===== src/rtl/pc_stack.sv =====
// Program counter with an integrated return-address stack for the fetch path.
// Supports jump, increment, call/return, stack status flags and sticky error reporting.
module pc_stack #(
    parameter int               WIDTH       = 16,
    parameter int               DEPTH       = 8,
    parameter logic [WIDTH-1:0] RESET_VALUE = '0
) (
    input  logic                     clock,
    input  logic                     reset,
    input  logic [WIDTH-1:0]         in,
    input  logic                     load,
    input  logic                     inc,
    input  logic                     call,
    input  logic                     ret,
    input  logic                     clear_err,
    output logic [WIDTH-1:0]         out,
    output logic [$clog2(DEPTH):0]   depth,
    output logic                     empty,
    output logic                     full,
    output logic                     overflow,
    output logic                     underflow
);

    localparam int AW = $clog2(DEPTH);
    localparam int DW = AW + 1;

    typedef enum logic [1:0] {
        ST_EMPTY   = 2'd0,
        ST_PARTIAL = 2'd1,
        ST_FULL    = 2'd2
    } stk_state_t;

    stk_state_t       state_r, state_n;
    logic [WIDTH-1:0] out_r, out_n;
    logic [DW-1:0]    depth_r, depth_n;
    logic             ovf_r, ovf_n;
    logic             unf_r, unf_n;
    logic             push_s;
    logic             at_empty_s;
    logic             at_full_s;
    logic [WIDTH-1:0] ret_addr_s;
    logic [AW-1:0]    wr_idx_s;
    logic [AW-1:0]    top_idx_s;
    logic [WIDTH-1:0] stack_r [DEPTH];

    // The low AW bits of depth wrap naturally because DEPTH is a power of two.
    assign wr_idx_s   = depth_r[AW-1:0];
    assign top_idx_s  = depth_r[AW-1:0] - AW'(1'b1);
    assign ret_addr_s = out_r + WIDTH'(1'b1);

    // Decode stack occupancy class from the state register.
    always_comb begin
        at_empty_s = 1'b0;
        at_full_s  = 1'b0;
        case (state_r)
            ST_EMPTY:   at_empty_s = 1'b1;
            ST_PARTIAL: at_empty_s = 1'b0;
            ST_FULL:    at_full_s  = 1'b1;
            default: begin
                at_empty_s = (depth_r == {DW{1'b0}});
                at_full_s  = (depth_r == DW'(DEPTH));
            end
        endcase
    end

    // Command priority: ret > call > load > inc > hold; new error events beat clear_err.
    always_comb begin
        out_n   = out_r;
        depth_n = depth_r;
        state_n = state_r;
        push_s  = 1'b0;
        ovf_n   = ovf_r & ~clear_err;
        unf_n   = unf_r & ~clear_err;
        if (ret) begin
            if (at_empty_s) begin
                unf_n = 1'b1;
            end else begin
                out_n   = stack_r[top_idx_s];
                depth_n = depth_r - DW'(1'b1);
                if (depth_r == DW'(1'b1)) begin
                    state_n = ST_EMPTY;
                end else begin
                    state_n = ST_PARTIAL;
                end
            end
        end else if (call) begin
            if (at_full_s) begin
                ovf_n = 1'b1;
            end else begin
                push_s  = 1'b1;
                out_n   = in;
                depth_n = depth_r + DW'(1'b1);
                if (depth_r == DW'(DEPTH - 1)) begin
                    state_n = ST_FULL;
                end else begin
                    state_n = ST_PARTIAL;
                end
            end
        end else if (load) begin
            out_n = in;
        end else if (inc) begin
            out_n = out_r + WIDTH'(1'b1);
        end else begin
            out_n = out_r;
        end
    end

    // Counter, occupancy, FSM and sticky flag registers.
    always_ff @(posedge clock) begin
        if (!reset) begin
            out_r   <= RESET_VALUE;
            depth_r <= {DW{1'b0}};
            state_r <= ST_EMPTY;
            ovf_r   <= 1'b0;
            unf_r   <= 1'b0;
        end else begin
            out_r   <= out_n;
            depth_r <= depth_n;
            state_r <= state_n;
            ovf_r   <= ovf_n;
            unf_r   <= unf_n;
        end
    end

    // Stack storage is left uncleared by reset; depth alone defines what is reachable.
    always_ff @(posedge clock) begin
        if (reset && push_s) begin
            stack_r[wr_idx_s] <= ret_addr_s;
        end
    end

    assign out       = out_r;
    assign depth     = depth_r;
    assign overflow  = ovf_r;
    assign underflow = unf_r;
    assign empty     = (depth_r == {DW{1'b0}});
    assign full      = (depth_r == DW'(DEPTH));

endmodule


===== config.mk =====
export PLATFORM = sky130hd
export DESIGN_NAME = pc_stack
export DESIGN_NICKNAME = d
export VERILOG_FILES = /design/src/rtl/pc_stack.sv
export SDC_FILE = /design/constraint.sdc
export NUM_CORES = 1
export LEC_CHECK = 0
export BUFFER_PORTS_ARGS = -buffer_cell sky130_fd_sc_hd__buf_2
export CAP_MARGIN = 0
export CORE_UTILIZATION = 60
export CTS_CLUSTER_DIAMETER = 120
export CTS_CLUSTER_SIZE = 16
export DETAILED_ROUTE_END_ITERATION = 10
export GPL_ROUTABILITY_DRIVEN = 1
export PLACE_DENSITY = 0.77
export SETUP_SLACK_MARGIN = 0.1
export SYNTH_ARGS = -nofsm -noshare
export SYNTH_HDL_FRONTEND = slang
export SYNTH_SLANG_ARGS = --single-unit

===== constraint.sdc =====
create_clock -name clock -period 4.75 [get_ports clock]
set_input_delay 0.475 -clock clock [delete_from_list [all_inputs] [get_ports clock]]
set_output_delay 0.475 -clock clock [all_outputs]
set_load 0.03 [all_outputs]

-- Word level (Yosys, flattened, before mapping)
Memories as Yosys holds them, arrays and structs flattened.
Cells that the tools add are included.
- memories: 1
- register bits after elaboration: 24
- memory bits (writable): 128
- ROM bits: 0
- latch bits: 0
- memory list (name ; words ; width ; read ports ; clocked after Yosys merged registers in ; write ports ; RTL line ; source):
    stack_r ; 8 ; 16 ; 1 ; 0 ; 1 ; 44 ; logic [WIDTH-1:0] stack_r [DEPTH];
- mux-type cells: 28
- bitwise operators: 3
- reduce and logical (&&, ||, !) cells: 9
- add/sub/neg operators: 4
- $lt $le $gt $ge: 0
- shifts and indexed selects: 0
- equal/unequal tests: 8
- div/mod/pow operators: 0
- $mul: 0
- operators by type and width (kind ; count):
    16-bit two-way mux ; 6
    16-bit by 1-bit adder with 16-bit output, second input constant ; 1
    4-bit two-way mux ; 4
    1-bit two-way mux ; 11
    2-bit two-way mux ; 5
    3-bit AND reduction ; 2
    4-bit by 1-bit adder with 4-bit output, second input constant ; 1
    4-bit by 1-bit equality test with 1-bit output, second input constant ; 1
    4-bit by 3-bit equality test with 1-bit output, second input constant ; 1
    4-bit equality test, second input constant ; 1
    4-bit logical NOT ; 1
    2-bit != test, second input constant ; 2
    1-bit case mux with 2 select lines ; 2
    4-bit nonzero test ; 1
    2-bit OR reduction ; 2
    4-bit by 1-bit subtractor with 4-bit output, second input constant ; 1
    3-bit != test, second input constant ; 1
    3-bit by 1-bit subtractor with 3-bit output, second input constant ; 1
    1-bit bitwise AND ; 2
    2-bit by 1-bit equality test with 1-bit output, second input constant ; 1
    2-bit equality test, second input constant ; 1
    2-bit logical NOT ; 1
    2-bit nonzero test ; 1
    1-bit logical AND ; 1
    1-bit NOT ; 1

-- Longest topological paths before layout
- word-level depth: 9
- mapped depth: 11
- depth with buffers taken out: 7

-- Least setup slack after synthesis
Ideal clock, no wire load.
- path type: register to register
- from: reg depth_r[0] (netlist: depth[0])
- to: mem stack_r[1][0] (enable)
- cell stages (with the launch flop): 9
- library setup time: 0.409 ns
- setup slack: 0.991 ns
- arrival time: 3.350 ns
- data required time: 4.341 ns
- path through: dfxtp_1 -> buf_2 -> buf_4 -> inv_1 -> ha_1 -> and3b_1 -> o21ai_1 -> nand4_1 -> nor3_1
- cells in the longest elaborated chain, start to end: 8
- RTL lines (element ; RTL line ; source):
    start, declared ; 35 ; logic [DW-1:0] depth_r, depth_n;
    start signal, assigned ; 112 ; depth_r <= {DW{1'b0}};
    start signal, assigned ; 118 ; depth_r <= depth_n;
    4-bit equality test ; -- ;
    net full ; 19 ; output logic full,
    1-bit case mux with 2 select lines ; 55 ; case (state_r)
    1-bit two-way mux ; 87 ; if (at_full_s) begin
    1-bit two-way mux ; 86 ; end else if (call) begin
    1-bit two-way mux ; 74 ; if (ret) begin
    1-bit logical AND ; 127 ; if (reset && push_s) begin
    1-bit two-way mux ; 127 ;
    1-bit two-way mux (not written as such) ; 128 ; stack_r[wr_idx_s] <= ret_addr_s;
    end, declared ; 44 ;
The timed path passes the listed nets, and every way through them passes these cells.

-- Final worst setup path
- from: reg depth_r[1] (netlist: depth[1])
- to: reg out_r[7] (netlist: out[7])
- cells in the longest elaborated chain, start to end: 4
- RTL lines (element ; RTL line ; source):
    3-bit by 1-bit subtractor with 3-bit output, or another cell as far along ; 48 ; assign top_idx_s = depth_r[AW-1:0] - AW'(1'b1);
    memory read 8 x 16 bit or 1-bit case mux with 2 select lines (tied branches) ; -- ;
    16-bit two-way mux, or another cell as far along ; 75 ; if (at_empty_s) begin
    16-bit two-way mux or 3-bit AND reduction (tied branches) ; -- ;
    end signal, assigned ; 117 ; out_r <= out_n;
    end, declared ; 34 ; logic [WIDTH-1:0] out_r, out_n;
Parallel ways exist; a longest one is shown, timed or not. The select of a mux whose other input is x is not followed.
A chain may end at the register's enable or synchronous reset.

==> results.yml <==
critical_path:
  cp_slowest_stage_delay_ns: 0.65
  slowest_stage: "xor2_2"
  path_cells: "inv_1 -> ha_1 -> xor2_2 -> buf_4 -> mux4_1 -> a22oi_1 -> a31oi_1"
  worstPathArrival_ns: 3.32
  end_kind: "flop"
  path_class: "reg2reg"
  critPathLaunchType: "flop"
  worstPathRequired_ns: 5.12
  critPathMaxFanout: 11
  worstReg2RegStart: "depth[1]$_SDFFE_PN0P_"
  crit_path_start: "depth[1]$_SDFFE_PN0P_"
drt:
  final_antenna_net_count: 0
  viasPerCell: 6.53
  finalWirelength_mm: 15.8
  wl_per_cell_um: 24.0
  drt_iter0_drc: 588
  route.detailed.drc: 0
  first_pass_iters: 5
  num_vias: 4301
logic_synthesis:
  synth_cell_types: 55
  synth_top_family_by_area: "multiplexers"
  synth_top_cell_by_area: "edfxtp_1"
  ys.warnings.count: 0
  synth_edf_count: 128
  synth.top_cell.area_share_pct: 58.4
  syn_area_mm2: 0.00658
  netlist_instances: 455
  synthMuxAreaShare_pct: 11.3
  seq_area_frac_synth_pct: 65.7
  synth-compound-area-share_pct: 7.87
  synthAdderAreaFrac_pct: 0.760
  synthTopCellsByArea: "edfxtp_1, mux4_2, dfxtp_1"
  yosys.area_share.simple_pct: 9.67
  syn_avg_cell_area_um2: 14.5
  synthArstFlopShare_pct: 0
  syn-num-nets: 482
  ys.flop_type: "edfxtp_1"
  synthXorXnorAreaFrac_pct: 2.38
  ys_ff_latch: 152
clock_tree:
  insertion_delay_ns: 0.53
  cts_tree: "built"
  htree_levels: 4
  cts_made_buffers: 17
  cts.sinks: 152
  clk_pin_slew_ns: 0.06
  cts_setup_buffers: 0
  cts_resized: 0
  holdBufCountCts: 0
  cts-root-buf: "clkbuf_8"
  max-clock-path-buffers: 2
global_routing:
  grt_pass1_wl_mm: 24.4
  antenna_found_initial: 0
  overflow: 0
  grt_pass1_vias: 4258
  grt_max_degree: 35
  grt_use_total_pct: 30.2
placement:
  place_area_mm2: 0.00699
  dpl.hpwl_mm: 9.94
  preCtsSetupSlack_ns: 1.82
  dp_cells: 627
  gp_congestion: 0.831
  portBuffers: 46
layout:
  regArea_mm2: 0.00432
  layout-drive-gt1-share_pct: 23.7
  fin_util_pct: 72.3
  final_cell_count_no_fill: 659
  syn_to_final_growth_pct: 14.9
  multiInputGateArea_mm2: 0.00212
  diodes: 0
  nets: 537
  design_area_mm2: 0.00757
  fillCellCount: 684
power:
  power_frac_clock_pct: 38.1
  switching_share_pct: 26.2
  p_leak_nw: 2.63
  power_density_mw_per_mm2: 446
  seqPwrFrac_pct: 46.1
  ir_worst_vdd_mv: 0.342
  total_power_mw: 3.38
  p_comb_share_pct: 15.8
  intPower_mw: 2.49
  p_sw_mw: 0.883
floorplan:
  row_count: 37
  die_w_um: 107
  core_mm2: 0.0105
  die_h_um: 107
  io_pins: 47
  start_util_pct: 62.9
  die-area_mm2: 0.0114
sta:
  setup_viol: 0
  finalSetupTns_ns: 0
  rsz0062_at_grt: "no"
  fmax_mhz: 339
  worstMarginPinSlew_ns: 0.972
  whs_ns: 0.228
  worst_slack_ns: 1.80
  period_share_pct: 62.2
  slew_headroom_pct: 35.2
  drv_slew: 0
  report.final.hold_viol_count: 0
  period_minus_slack_ns: 2.95
  skew_ns: 0.00694
worst_hold_path:
  min_path_type: "in2reg"
  hold_start: "clear_err"
job:
  cap_violations: 0
status:
  status: "completed"
## worst paths after layout
check | endpoint | depth (start not counted) | slack, ns
min reg2reg | overflow$_SDFF_PN0_ | 2 | 0.48
min | overflow$_SDFF_PN0_ | 3 | 0.23
max | out[7]$_SDFFE_PN0P_ | 7 | 1.80
max reg2reg | out[7]$_SDFFE_PN0P_ | 7 | 1.80
## Yosys cell counts, drive strengths merged, types with 10 or more instances
library cell  count
edfxtp          128
a21oi            11
xnor2            12
o21ai            24
buf              16
nor2             41
clkbuf           10
dfxtp            24
mux4             29
nand2            40
a31oi            13
## layer usage
metal / track usage, % / up-vias / part of all wire, %
met5: 0 / - / 0
met4: 11.8 / 0 / 2.3
met3: 7.66 / 34 / 9.9
li1: - / 1889 / -
met1: 42.7 / 2113 / 41
met2: 45.6 / 265 / 47
## power by group through the flow
| stage | Combinational, mW | Sequential, mW | Clock [mW] |
|---|---|---|---|
| 2_1_floorplan | 0.350 | 1.60 | 0 |
| 3_3_place_gp | 0.511 | 1.58 | 0 |
| 3_5_place_dp | 0.526 | 1.58 | 0 |
| 4_1_cts | 0.531 | 1.55 | 1.30 |
| 5_1_grt | 0.572 | 1.56 | 1.35 |
| 6_report | 0.533 | 1.56 | 1.29 |
## worst max-delay path, delay by kind of cell, from the launching register on
family | cells | cell delay, ns
flip-flops | 1 | 0.48
AO/OA/AOI/OAI | 2 | 0.30
adder cells (fa/ha/maj) | 1 | 0.28
XOR/XNOR | 1 | 0.65
multiplexers | 1 | 0.58
buffers and inverters | 2 | 0.49
## state kept, by name, indices dropped and copies added, names as in the netlist
register	cells
underflow	1
overflow	1
state_r	2
depth	4
out	16
stack_r	128
## cell usage in the layout, fill, tap and decap left out, types with 5 or more instances in the layout
master	netlist	layout
buf_2	10	46
nor2b_1	5	5
or3_1	8	8
mux4_1	5	5
clkbuf_16	0	16
a22oi_1	5	5
xnor2_1	12	12
buf_4	3	16
dfxtp_1	24	24
edfxtp_1	128	128
nor3_1	8	6
a31oi_1	13	13
o21ai_1	7	7
o21ai_0	17	17
mux2i_1	6	6
inv_1	7	7
a21oi_1	11	11
nand2_1	40	40
mux4_2	24	24
nor2_1	41	41
nand4_1	7	7
nand3_1	8	8
## cell type report
cell class / instances / area share [%]
Sequential cell: 152 / 57.1
Multi-Input combinational cell: 270 / 28.1
Clock buffer: 21 / 5.94
Timing Repair Buffer: 62 / 4.63
Tap cell: 136 / 2.25
Clock inverter: 11 / 1.64
Inverter: 7 / 0.347
## logic make-up (layout without fill, tap and decap cells)
| kind of cell | after synthesis | count (layout) |
|---|---|---|
| compound gates | 79 | 79 |
| buf+inv | 33 | 101 |
| mux | 36 | 36 |
| flops | 152 | 152 |
| fa+ha+maj | 4 | 4 |
| xor+xnor | 17 | 17 |
| simple gates | 134 | 134 |
Power figures use the tool's default switching activity.
